<file path="src/rtl/instr_enc_pkg.sv">
// Shared types for the instruction encoder: op codes, MIPS opcode/funct fields
// and the loader FSM state.
package instr_enc_pkg;

    typedef enum logic [3:0] {
        OP_ADD   = 4'd0,
        OP_ADDU  = 4'd1,
        OP_SUB   = 4'd2,
        OP_SUBU  = 4'd3,
        OP_AND   = 4'd4,
        OP_OR    = 4'd5,
        OP_XOR   = 4'd6,
        OP_NOR   = 4'd7,
        OP_SLT   = 4'd8,
        OP_ADDI  = 4'd9,
        OP_LW    = 4'd10,
        OP_SW    = 4'd11,
        OP_BEQ   = 4'd12,
        OP_BNE   = 4'd13,
        OP_ILL14 = 4'd14,
        OP_ILL15 = 4'd15
    } op_e;

    localparam logic [5:0] OPC_RTYPE = 6'b000000;
    localparam logic [5:0] OPC_ADDI  = 6'b001000;
    localparam logic [5:0] OPC_LW    = 6'b100011;
    localparam logic [5:0] OPC_SW    = 6'b101011;
    localparam logic [5:0] OPC_BEQ   = 6'b000100;
    localparam logic [5:0] OPC_BNE   = 6'b000101;

    localparam logic [5:0] FUNCT_ADD  = 6'b100000;
    localparam logic [5:0] FUNCT_ADDU = 6'b100001;
    localparam logic [5:0] FUNCT_SUB  = 6'b100010;
    localparam logic [5:0] FUNCT_SUBU = 6'b100011;
    localparam logic [5:0] FUNCT_AND  = 6'b100100;
    localparam logic [5:0] FUNCT_OR   = 6'b100101;
    localparam logic [5:0] FUNCT_XOR  = 6'b100110;
    localparam logic [5:0] FUNCT_NOR  = 6'b100111;
    localparam logic [5:0] FUNCT_SLT  = 6'b101010;

    typedef enum logic [1:0] {
        ST_IDLE = 2'd0,
        ST_LOAD = 2'd1,
        ST_PAD  = 2'd2,
        ST_DONE = 2'd3
    } state_e;

endpackage

</file>
<file path="src/rtl/instr_pack.sv">
// Combinational packer: symbolic op plus register/immediate fields into a
// 32-bit MIPS word, flagging the two unassigned op codes as illegal.
module instr_pack
    import instr_enc_pkg::*;
(
    input  logic [3:0]  i_op,
    input  logic [4:0]  i_rs,
    input  logic [4:0]  i_rt,
    input  logic [4:0]  i_rd,
    input  logic [15:0] i_imm,
    output logic [31:0] o_word,
    output logic        o_illegal
);

    logic [5:0] w_funct;
    logic [5:0] w_opc;
    logic       w_rtype;

    always_comb begin
        w_funct   = 6'b000000;
        w_opc     = OPC_RTYPE;
        w_rtype   = 1'b0;
        o_illegal = 1'b0;
        case (op_e'(i_op))
            OP_ADD:  begin w_rtype = 1'b1; w_funct = FUNCT_ADD;  end
            OP_ADDU: begin w_rtype = 1'b1; w_funct = FUNCT_ADDU; end
            OP_SUB:  begin w_rtype = 1'b1; w_funct = FUNCT_SUB;  end
            OP_SUBU: begin w_rtype = 1'b1; w_funct = FUNCT_SUBU; end
            OP_AND:  begin w_rtype = 1'b1; w_funct = FUNCT_AND;  end
            OP_OR:   begin w_rtype = 1'b1; w_funct = FUNCT_OR;   end
            OP_XOR:  begin w_rtype = 1'b1; w_funct = FUNCT_XOR;  end
            OP_NOR:  begin w_rtype = 1'b1; w_funct = FUNCT_NOR;  end
            OP_SLT:  begin w_rtype = 1'b1; w_funct = FUNCT_SLT;  end
            OP_ADDI: w_opc = OPC_ADDI;
            OP_LW:   w_opc = OPC_LW;
            OP_SW:   w_opc = OPC_SW;
            OP_BEQ:  w_opc = OPC_BEQ;
            OP_BNE:  w_opc = OPC_BNE;
            default: o_illegal = 1'b1;
        endcase
    end

    // R-type drops the immediate, I-type drops rd; illegal ops yield an all-zero word.
    always_comb begin
        o_word = 32'h0000_0000;
        if (w_rtype) begin
            o_word = {OPC_RTYPE, i_rs, i_rt, i_rd, 5'b00000, w_funct};
        end else if (!o_illegal) begin
            o_word = {w_opc, i_rs, i_rt, i_imm};
        end
    end

endmodule

</file>
<file path="src/rtl/instr_encoder.sv">
// Program loader: packs symbolic requests into MIPS words and writes them to
// consecutive instruction-memory addresses. Define INSTR_PAD_EN to NOP-fill the tail.
module instr_encoder
    import instr_enc_pkg::*;
#(
    parameter int ADDR_W = 6
) (
    input  logic              clk,
    input  logic              rst_n,
    input  logic              start,
    input  logic              in_valid,
    output logic              in_ready,
    input  logic [3:0]        in_op,
    input  logic [4:0]        in_rs,
    input  logic [4:0]        in_rt,
    input  logic [4:0]        in_rd,
    input  logic [15:0]       in_imm,
    input  logic              in_last,
    output logic              im_we,
    output logic [ADDR_W-1:0] im_addr,
    output logic [31:0]       im_wdata,
    output logic              busy,
    output logic              done,
    output logic              full,
    output logic              err_illegal,
    output logic [ADDR_W:0]   instr_count
);

`ifdef INSTR_PAD_EN
    localparam state_e END_STATE = ST_PAD;
`else
    localparam state_e END_STATE = ST_DONE;
`endif

    state_e            r_state;
    logic [ADDR_W-1:0] r_ptr;
    logic [ADDR_W:0]   r_count;
    logic              r_full;
    logic              r_err;
    logic              r_we;
    logic [ADDR_W-1:0] r_addr;
    logic [31:0]       r_wdata;

    logic [31:0]       w_word;
    logic              w_illegal;
    logic              w_accept;
    logic              w_at_end;

    instr_pack u_pack (
        .i_op      (in_op),
        .i_rs      (in_rs),
        .i_rt      (in_rt),
        .i_rd      (in_rd),
        .i_imm     (in_imm),
        .o_word    (w_word),
        .o_illegal (w_illegal)
    );

    assign in_ready = (r_state == ST_LOAD) && !start;
    assign w_accept = in_valid && in_ready;
    assign w_at_end = (r_ptr == '1);

    always_ff @(posedge clk or negedge rst_n) begin
        if (!rst_n) begin
            r_state <= ST_IDLE;
            r_ptr   <= '0;
            r_count <= '0;
            r_full  <= 1'b0;
            r_err   <= 1'b0;
            r_we    <= 1'b0;
            r_addr  <= '0;
            r_wdata <= '0;
        end else begin
            r_we <= 1'b0;
            // start restarts from any state; the write registered last cycle is already on the outputs
            if (start) begin
                r_state <= ST_LOAD;
                r_ptr   <= '0;
                r_count <= '0;
                r_full  <= 1'b0;
                r_err   <= 1'b0;
            end else begin
                case (r_state)
                    ST_LOAD: begin
                        if (w_accept) begin
                            if (w_illegal) begin
                                r_err <= 1'b1;
                                if (in_last) r_state <= END_STATE;
                            end else begin
                                r_we    <= 1'b1;
                                r_addr  <= r_ptr;
                                r_wdata <= w_word;
                                r_ptr   <= r_ptr + 1'b1;
                                r_count <= r_count + 1'b1;
                                if (w_at_end) begin
                                    r_state <= ST_DONE;
                                    r_full  <= 1'b1;
                                end else if (in_last) begin
                                    r_state <= END_STATE;
                                end
                            end
                        end
                    end
`ifdef INSTR_PAD_EN
                    ST_PAD: begin
                        r_we    <= 1'b1;
                        r_addr  <= r_ptr;
                        r_wdata <= 32'h0000_0000;
                        r_ptr   <= r_ptr + 1'b1;
                        r_count <= r_count + 1'b1;
                        if (w_at_end) begin
                            r_state <= ST_DONE;
                            r_full  <= 1'b1;
                        end
                    end
`endif
                    default: begin
                    end
                endcase
            end
        end
    end

    assign im_we       = r_we;
    assign im_addr     = r_addr;
    assign im_wdata    = r_wdata;
    assign busy        = (r_state == ST_LOAD) || (r_state == ST_PAD);
    assign done        = (r_state == ST_DONE);
    assign full        = r_full;
    assign err_illegal = r_err;
    assign instr_count = r_count;

endmodule

</file>
<file path="config.mk">
export PLATFORM = sky130hd
export DESIGN_NAME = instr_encoder
export DESIGN_NICKNAME = d
export VERILOG_FILES = /design/src/rtl/instr_enc_pkg.sv /design/src/rtl/instr_pack.sv /design/src/rtl/instr_encoder.sv
export SDC_FILE = /design/constraint.sdc
export NUM_CORES = 1
export LEC_CHECK = 0
export ABC_AREA = 1
export BUFFER_PORTS_ARGS = -buffer_cell sky130_fd_sc_hd__buf_4
export CORE_ASPECT_RATIO = 2
export CORE_MARGIN = 1.5
export CORE_UTILIZATION = 45
export CTS_CLUSTER_SIZE = 14
export DETAILED_ROUTE_END_ITERATION = 16
export GPL_TIMING_DRIVEN = 0
export PLACE_DENSITY = 0.82
export REMOVE_ABC_BUFFERS = 1
export SYNTH_ARGS = -nofsm -noshare
export SYNTH_HDL_FRONTEND = slang
export SYNTH_SLANG_ARGS = --single-unit
</file>
<file path="constraint.sdc">
create_clock -name clk -period 3 [get_ports clk]
set_clock_uncertainty 0.05 [all_clocks]
set_input_delay 0.6 -clock clk [delete_from_list [all_inputs] [get_ports clk]]
set_output_delay 0.6 -clock clk [all_outputs]
set_load 0.01 [all_outputs]
</file>
==> results of run 1 <==
cell usage in the layout (no fill, tap or decap), types with 5 or more instances in the layout:
cell type	netlist	routed
buf_4	3	89
o21ai_0	16	16
nor2_1	20	20
a31oi_1	5	5
nand2_1	94	94
dfrtp_1	54	54
nand3_1	18	18
inv_1	30	30
nand4_1	11	11
clkbuf_8	0	6
o21ai_1	9	9
worst reg2reg max path: stages (launching register included):
cell     delay [ns]
dfrtp_1        0.42
inv_1          0.08
ha_1           0.21
nand3_4        0.14
nor2_8         0.51
inv_2          0.45
nand2_1        0.38
inv_1          0.12
nand2_1        0.07
nand2_1        0.06
path summary, 6_finish.rpt:
path / from / endpoint / slack (ns) / cells past startpoint
max in group asynchronous: rst_n / im_wdata[17] / 2.17 / 1
worst max-delay path: r_state[1] / instr_count[5] / 0.43 / 9
min in group clk: im_wdata[22] / im_wdata[22] / 0.43 / 2
worst max register to register: r_state[1] / instr_count[5] / 0.43 / 9
worst min-delay path: rst_n / full / 0.28 / 1
worst min register to register: im_wdata[22] / im_wdata[22] / 0.43 / 2
through the flow:
step                power [mW]  instance area (um2)  hold WS (ns)  setup WS [ns]  std cells
floorplan                 1.03                 2400         0.254          0.874        280
global placement          1.26                 3140         0.406          0.111        429
detailed placement        1.27                 3140         0.409         0.0848        429
CTS                       1.67                 3220         0.293          0.373        435
global route              1.74                 3220         0.327          0.202        435
finish                    1.65                 3220         0.280          0.428        435
registers in the layout (all words and copies together), names as in the netlist:
| signal | count |
|---|---|
| instr_count | 7 |
| im_wdata | 30 |
| im_addr | 6 |
| full | 1 |
| r_state | 2 |
| err_illegal | 1 |
| r_ptr | 6 |
| im_we | 1 |
layout make-up:
cell class              count  share of cell area, %
inverters                  33                   3.84
repair buffers             89                   20.7
flip-flops and latches     54                   41.9
multi-input cells         193                   28.6
clock buffers               6                   2.56
well taps                  60                   2.33
kinds of logic after synthesis:
family / Yosys count / share of synthesized area [%]
and+or+nand+nor: 148 / 25.9
DFF: 54 / 54.5
buffers and inverters: 45 / 8.38
AOI/OAI and AO/OA: 39 / 8.68
adders and majority gates: 4 / 2.02
xor gates and xnor gates: 1 / 0.353
other: 1 / 0.151
metal layers:
layer	vias up	wire, um	track usage [%]	part of all wire, %
met3	12	206	3.59	3.6
met2	57	3260	36.9	57
met1	1037	2120	20.8	37
met4	0	129	10.3	2.3
li1	1104	-	-	-
met5	-	0	0	0
power by group through the flow:
| stage | clock network, mW | registers (mW) | logic [mW] |
|---|---|---|---|
| 6_report | 0.399 | 0.869 | 0.378 |
| 5_1_grt | 0.438 | 0.881 | 0.421 |
| 4_1_cts | 0.416 | 0.868 | 0.385 |
| 3_5_place_dp | 0 | 0.882 | 0.384 |
| 3_3_place_gp | 0 | 0.880 | 0.377 |
| 2_1_floorplan | 0 | 0.911 | 0.123 |
==> impl_metrics.ini, run 1 <==
[power_and_ir_drop]
p_sw_mw = 0.472
comb_power_share_pct = 23.0
p_int_mw = 1.17
swShare_pct = 28.7
peakVddDrop_mv = 0.463
p_leak_nw = 1.71
pwr-share-seq_pct = 52.8
power_density_nw_per_um2 = 511
p_clk_share_pct = 24.2

[cells_and_area]
postLayoutCoreUtil_pct = 60.0
fillers = 495
multi_input_area_um2 = 921
drive_gt1_share_pct = 27.2
fin_nets = 420
antenna_cells = 0
register_area_um2 = 1350
area_delta_synth_final_pct = 29.9

[setup_path]
cpMaxStageDelayCell = nor2_8
cp-start-kind = register
required_ns = 3.15
path_delay_family = simple AND/OR/NAND/NOR gates
critPathMaxFanout = 45
crit_arrival_ns = 2.73
slowest_delay_ns = 0.51
critical_path.most_common_cell = nand2_1
endpoint_kind = register
path_class = register to register
critPathBufInv = 3
cp_cell_sequence = inv_1 -> ha_1 -> nand3_4 -> nor2_8 -> inv_2 -> nand2_1 -> inv_1 -> nand2_1 -> nand2_1

[clock_tree]
cts_tree = built
holdBufCountCts = 0
htreeDepth = 2
post_cts_buffers = 0
clock_latency_ns = 0.31
ctsResizeCount = 0
clk_pin_slew_ns = 0.09
clkSinkCount = 54
cts_root_buf = clkbuf_8
cts_buffers = 5
cts.path.max_buffers = 2

[logic_synthesis]
yosysUniqueCellTypes = 28
synth_area_leaders = dfrtp_1 (54%), nand2_1 (14%), inv_1 (4.5%)
netlist_area_um2 = 2480
ys_top_cells_by_count = nand2_1 (94), dfrtp_1 (54), inv_1 (30)
synth_top_area_share_pct = 54.5
synth_flop_cell = dfrtp_1
yosys_warnings = 0
synth.avg_cell_area_um2 = 8.49
postSynthCellCount = 292
seq_area_frac_synth_pct = 54.5
synth_top_area_cell = dfrtp_1
ys_seq_elements = 54
async_reset_ff_share_pct = 100
synth.most_common_cell = nand2_1
synth_edf_count = 0

[floorplanning]
io_pins = 91
core_area_um2 = 5370
die-area_um2 = 5990
dieWidth_um = 55.5
rows = 38
start_util_pct = 46.2
die_h_um = 108

[timing]
fmax_mhz = 389
slew_violations = 0
finalHoldViolCount = 0
min_period_over_period_pct = 85.7
worst_slew_pin_slew_ns = 0.681
finalCriticalPeriod_ns = 2.57
final-setup-viol-count = 0
setup_tns_ns = 0
rsz0062_at_grt = no
slew_headroom_pct = 54.6

[routing]
vias_per_cell = 5.08
vias = 2210
drtPass1Iterations = 4
drc = 0
ant_nets = 0
routedWlPerCell_um = 13.2
routed_wl_mm = 5.72
drt_iter0_drc = 59

[run_status]
outcome = finished clean

[placed_design]
dpl.hpwl_mm = 4.18
port_buffers = 89
place_congestion = 0.812

[flow_run]
timing.max_cap.violations = 0

[hold_path]
hold_path_class = input pin to async pin

[global_route]
grt_max_degree = 55
grt_pass1_wl_mm = 9.38
grt_pass1_vias = 2147
grtUsageTotal_pct = 19.8
grt-ovfl-total = 0
antenna_found_initial = 0
(Power assumes the default switching activity.)
==> run 2, diff against run 1 <==
--- a/config.mk
+++ b/config.mk
@@ -6,14 +6,14 @@
 export NUM_CORES = 1
 export LEC_CHECK = 0
 export ABC_AREA = 1
-export BUFFER_PORTS_ARGS = -buffer_cell sky130_fd_sc_hd__buf_4
 export CORE_ASPECT_RATIO = 2
 export CORE_MARGIN = 1.5
 export CORE_UTILIZATION = 45
 export CTS_CLUSTER_SIZE = 14
 export DETAILED_ROUTE_END_ITERATION = 16
+export DONT_BUFFER_PORTS = 1
 export GPL_TIMING_DRIVEN = 0
-export PLACE_DENSITY = 0.82
+export PLACE_DENSITY = 0.68
 export REMOVE_ABC_BUFFERS = 1
 export SYNTH_ARGS = -nofsm -noshare
 export SYNTH_HDL_FRONTEND = slang
==> run 2 against run 1 <==
Sequential share of layout area grew 10 points. Wire length shrank 7.1%. Via count fell by 16%. Non-clock buffer count down 88. Cell count shrank 20%. Critical path type unchanged. First-iteration DRC count grew 54%. Clock power increased by 6.5%. Count of clock-buffer cells in the layout unchanged. Largest cell class unchanged.
==> impl_metrics.ini, run 2 (synthesis results as in run 1) <==
[placed_design]
dpl_cell_area_um2 = 2470
dpl.hpwl_mm = 3.71
place_congestion = 0.815
port_buffers = 0
dp.cells = 340

[cells_and_area]
area_delta_synth_final_pct = 4.59
fillers = 536
largest_reg_flops = 30
final_cell_mix = nand2_1 (94), dfrtp_1 (54), inv_1 (30)
final_common_cell = nand2_1
stdcell_area_um2 = 2590
drive_gt1_share_pct = 5.54
antenna_cells = 0
final_cells = 349
fin_nets = 332

[timing]
finalCriticalPeriod_ns = 2.58
min_period_over_period_pct = 86.2
finalHoldViolCount = 0
worst_slew_pin_slew_ns = 0.626
slew_violations = 0
holdWs_ns = 0.0772
slew_headroom_pct = 58.2
rsz0062_at_grt = no
fmax_mhz = 387
setup_tns_ns = 0
final-setup-viol-count = 0

[clock_tree]
cts.path.max_buffers = 2
ctsResizeCount = 0
cts_buffers = 5
clkSinkCount = 54
htreeDepth = 2
clock_latency_ns = 0.31
clk_pin_slew_ns = 0.10
cts_root_buf = clkbuf_8
cts_tree = built

[global_route]
grt-ovfl-total = 0
grt_pass1_wl_mm = 8.56
grt_pass1_vias = 1867
grtUsageTotal_pct = 18.3
grt_max_degree = 55
antenna_found_initial = 0

[setup_path]
crit_arrival_ns = 2.74
critPathMaxFanout = 45
endpoint_kind = register
required_ns = 3.16
cp-start-kind = register
path_class = register to register

[floorplanning]
die-area_um2 = 5990
die_h_um = 108
start_util_pct = 46.2
dieWidth_um = 55.5
rows = 38
core_area_um2 = 5370
io_pins = 91

[power_and_ir_drop]
peakVddDrop_mv = 0.565
total_power_mw = 1.51
power_density_nw_per_um2 = 581
p_leak_nw = 1.29

[routing]
drtPass1Iterations = 4
routedWlPerCell_um = 15.2
vias_per_cell = 5.34
ant_nets = 0
vias = 1865
routed_wl_mm = 5.32
drc = 0
drt_iter0_drc = 91

[hold_path]
hold_path_class = input pin to async pin

[flow_run]
timing.max_cap.violations = 0

[run_status]
outcome = finished clean
[run 2: final timing paths]
kind	from	end	slack, ns	cells past startpoint
worst max-delay path	r_state[1]	instr_count[5]	0.42	9
worst min-delay path	rst_n	im_addr[0]	0.08	1
worst max register to register	r_state[1]	instr_count[5]	0.42	9
worst min register to register	r_state[1]	r_state[1]	0.49	2
max in group asynchronous	rst_n	im_wdata[17]	2.59	1
min in group clk	start	err_illegal	0.28	1
[run 2: timing repair]
item,in CTS,in global routing
hold buffers,1,0
endpoints found under the hold margin,54,0
setup buffers,0,0
[run 2: per-stage QoR]
stage          util, %  setup WS, ns
4_1_cts           48.3         0.347
3_5_place_dp      46.0         0.197
2_1_floorplan        -         0.874
3_3_place_gp      46.0         0.212
5_1_grt           48.3         0.198
6_report          48.3         0.415
[run 2: final cells by class]
| class | count | area [um2] | share of cell area (%) |
|---|---|---|---|
| repair buffers | 1 | 27.5 | 1.06 |
| flip-flops and latches | 54 | 1350 | 52.1 |
| inverters | 33 | 124 | 4.78 |
| clock buffers | 6 | 82.6 | 3.18 |
| multi-input cells | 193 | 921 | 35.5 |
| clock inverters | 2 | 12.5 | 0.482 |
| well taps | 60 | 75.1 | 2.89 |
[run 2: critical path, stage by stage, from the launching register on]
cell     delay (ns)
dfrtp_1        0.41
inv_1          0.09
ha_1           0.21
nand3_4        0.14
nor2_8         0.51
inv_2          0.43
nand2_1        0.36
inv_1          0.13
nand2_1        0.08
nand2_1        0.05
[run 2: report_power, final]
part           leakage [nW]  internal [mW]  switching [mW]
registers             0.698          0.809           0.108
logic                 0.543         0.0596           0.105
clock network        0.0472          0.186           0.239
total                  1.29           1.05           0.452
[run 2: per-layer routing]
metal  up-vias  GRT usage [%]  share of wire (%)
li1        925              -                  -
met1       882           18.5                 38
met2        52           34.2                 55
met3         6           4.90                5.1
met4         0           8.54                1.8
met5         -              0                  0
==> run 3, diff against run 2 <==
--- a/config.mk
+++ b/config.mk
@@ -5,15 +5,15 @@
 export SDC_FILE = /design/constraint.sdc
 export NUM_CORES = 1
 export LEC_CHECK = 0
-export ABC_AREA = 1
 export CORE_ASPECT_RATIO = 2
 export CORE_MARGIN = 1.5
 export CORE_UTILIZATION = 45
 export CTS_CLUSTER_SIZE = 14
 export DETAILED_ROUTE_END_ITERATION = 16
 export DONT_BUFFER_PORTS = 1
+export GPL_ROUTABILITY_DRIVEN = 0
 export GPL_TIMING_DRIVEN = 0
-export PLACE_DENSITY = 0.68
+export PLACE_DENSITY_LB_ADDON = 0.1
 export REMOVE_ABC_BUFFERS = 1
 export SYNTH_ARGS = -nofsm -noshare
 export SYNTH_HDL_FRONTEND = slang
==> run 3 against run 2 <==
Register-to-register slack gained 0.17 ns. Sequential share of layout area shrank 0.32 points. Cell count shrank 23%. Combinational power shrank 10%. Cell area grew 0.63%. Utilization grew 0.30 points. Wire length shrank 1.2%. Non-clock buffer count is the same. Clock power grew 13%. Largest power group unchanged. Setup slack gained 0.17 ns.
==> impl_metrics.ini, run 3 <==
[power_and_ir_drop]
swShare_pct = 26.7
p_leak_nw = 1.11
pwr-share-seq_pct = 58.9
p_clk_share_pct = 31.4
peakVddDrop_mv = 0.444
p_int_mw = 1.13
p_sw_mw = 0.409
power_density_nw_per_um2 = 588
comb_power_share_pct = 9.7

[routing]
drtPass1Iterations = 4
routedWlPerCell_um = 19.5
routed_wl_mm = 5.25
ant_nets = 0
drc = 0
vias_per_cell = 6.14
drt_iter0_drc = 90
vias = 1651

[timing]
setup_tns_ns = 0
min_period_over_period_pct = 80.4
fmax_mhz = 415
slew_headroom_pct = 40.3
finalHoldViolCount = 0
worst_slew_pin_slew_ns = 0.894
final-setup-viol-count = 0
finalCriticalPeriod_ns = 2.41
worst_slack_ns = 0.588
rsz0062_at_grt = no
holdWs_ns = 0.0851
slew_violations = 0

[setup_path]
crit_arrival_ns = 2.61
critPathMaxFanout = 21
cp-start-kind = register
r2r_cells = 5
endpoint_kind = register
required_ns = 3.19
reg2reg_setup_slack_ns = 0.59
path_class = register to register

[clock_tree]
clkSinkCount = 54
cts_root_buf = clkbuf_8
clock_latency_ns = 0.30
cts_tree = built
cts.path.max_buffers = 2
htreeDepth = 2
cts_buffers = 5
clk_pin_slew_ns = 0.10
post_cts_buffers = 0

[floorplanning]
dieWidth_um = 55.8
die-area_um2 = 6050
die_h_um = 109
rows = 38
start_util_pct = 46.6
core_area_um2 = 5370
io_pins = 91

[logic_synthesis]
synth_flop_cell = dfrtp_1
netlist_area_um2 = 2510
synth_edf_count = 0
synth_top_area_share_pct = 53.9
ys_top_cells_by_count = dfrtp_1 (54), o21ai_0 (21), a21oi_1 (12)
synth.most_common_cell = dfrtp_1
yosys_warnings = 0
postSynthCellCount = 217
async_reset_ff_share_pct = 100
synth.avg_cell_area_um2 = 11.5
seq_area_frac_synth_pct = 53.9
synth_top_area_cell = dfrtp_1
ys_seq_elements = 54
synth_area_leaders = dfrtp_1 (54%), mux2_1 (4.5%), o21ai_0 (4.2%)
yosysUniqueCellTypes = 44

[cells_and_area]
multi_input_area_um2 = 1020
fillers = 495
largest_reg_flops = 30
antenna_cells = 0
final_common_cell = dfrtp_1
final_cells = 269
fin_nets = 252
area_delta_synth_final_pct = 4.14
postLayoutCoreUtil_pct = 48.6
drive_gt1_share_pct = 12.0
final_cell_mix = dfrtp_1 (54), o21ai_0 (21), a21oi_1 (12)
register_area_um2 = 1350

[placed_design]
dp_slack_ns = 0.563
dpl.hpwl_mm = 3.70
port_buffers = 0
dp.cells = 260

[global_route]
grt_pass1_vias = 1820
grt_pass1_wl_mm = 8.57
grtUsageTotal_pct = 18.1
grt_max_degree = 55
grt-ovfl-total = 0
antenna_found_initial = 0

[hold_path]
hold_path_class = input pin to async pin

[flow_run]
timing.max_cap.violations = 0

[run_status]
outcome = finished clean
## run 3: changes by cell type after synthesis, sizes merged, moves of 8 or more
cell	change
nand2	-84
inv	-26
mux2	+19
nor2	-14
nand3	-12
nand4	-10
a22o	+8
## run 3: routing by layer
| layer | global-route usage (%) | vias up | wire [um] |
|---|---|---|---|
| met2 | 32.0 | 67 | 2850 |
| li1 | - | 767 | - |
| met1 | 20.3 | 811 | 2020 |
| met3 | 3.83 | 6 | 309 |
| met5 | 0 | - | 0 |
| met4 | 8.71 | 0 | 74 |
## run 3: path summary, 6_finish.rpt
kind,end,start
min in group clk,r_state[1],start
max in group asynchronous,err_illegal,rst_n
min reg2reg,r_ptr[5],r_ptr[5]
max reg2reg,im_wdata[10],r_state[1]
max,im_wdata[10],r_state[1]
min,instr_count[4],rst_n
## run 3: kinds of logic after synthesis
family	count (synthesis)	synth area share (%)
and+or+nand+nor	52	13.0
DFF	54	53.9
other	1	0.150
muxes	25	10.9
AOI/OAI and AO/OA	57	14.6
adders and majority gates	4	2.00
buffers and inverters	24	5.39
## run 3: final cells by class
class	instances	share of cell area (%)
well taps	60	2.88
clock inverters	2	1.44
multi-input cells	139	39.1
clock buffers	6	2.78
flip-flops and latches	54	51.8
repair buffers	1	1.05
inverters	7	1.01
## run 3: worst max-delay path, cell delays in order, from the launching register on
cell	delay, ns
dfrtp_1	0.41
inv_1	0.10
ha_1	0.27
nand3b_1	0.66
nor3_2	0.66
a22o_1	0.21
## run 3: power by group through the flow
stage          registers [mW]  logic [mW]  clock network [mW]
2_1_floorplan           0.900       0.111                   0
3_3_place_gp            0.917       0.126                   0
3_5_place_dp            0.919       0.134                   0
4_1_cts                 0.906       0.153               0.501
5_1_grt                 0.912       0.170               0.530
6_report                0.904       0.148               0.482
## run 3: stage by stage
step           power, mW  area [um2]
2_1_floorplan       1.01        2400
3_5_place_dp        1.05        2470
3_3_place_gp        1.04        2470
4_1_cts             1.56        2610
5_1_grt             1.61        2610
6_report            1.53        2610
## run 3: timing repair
action                    4_1_cts  5_1_grt
hold buffers                    1        0
hold endpoints to repair       54        0
gates resized for setup         0        0
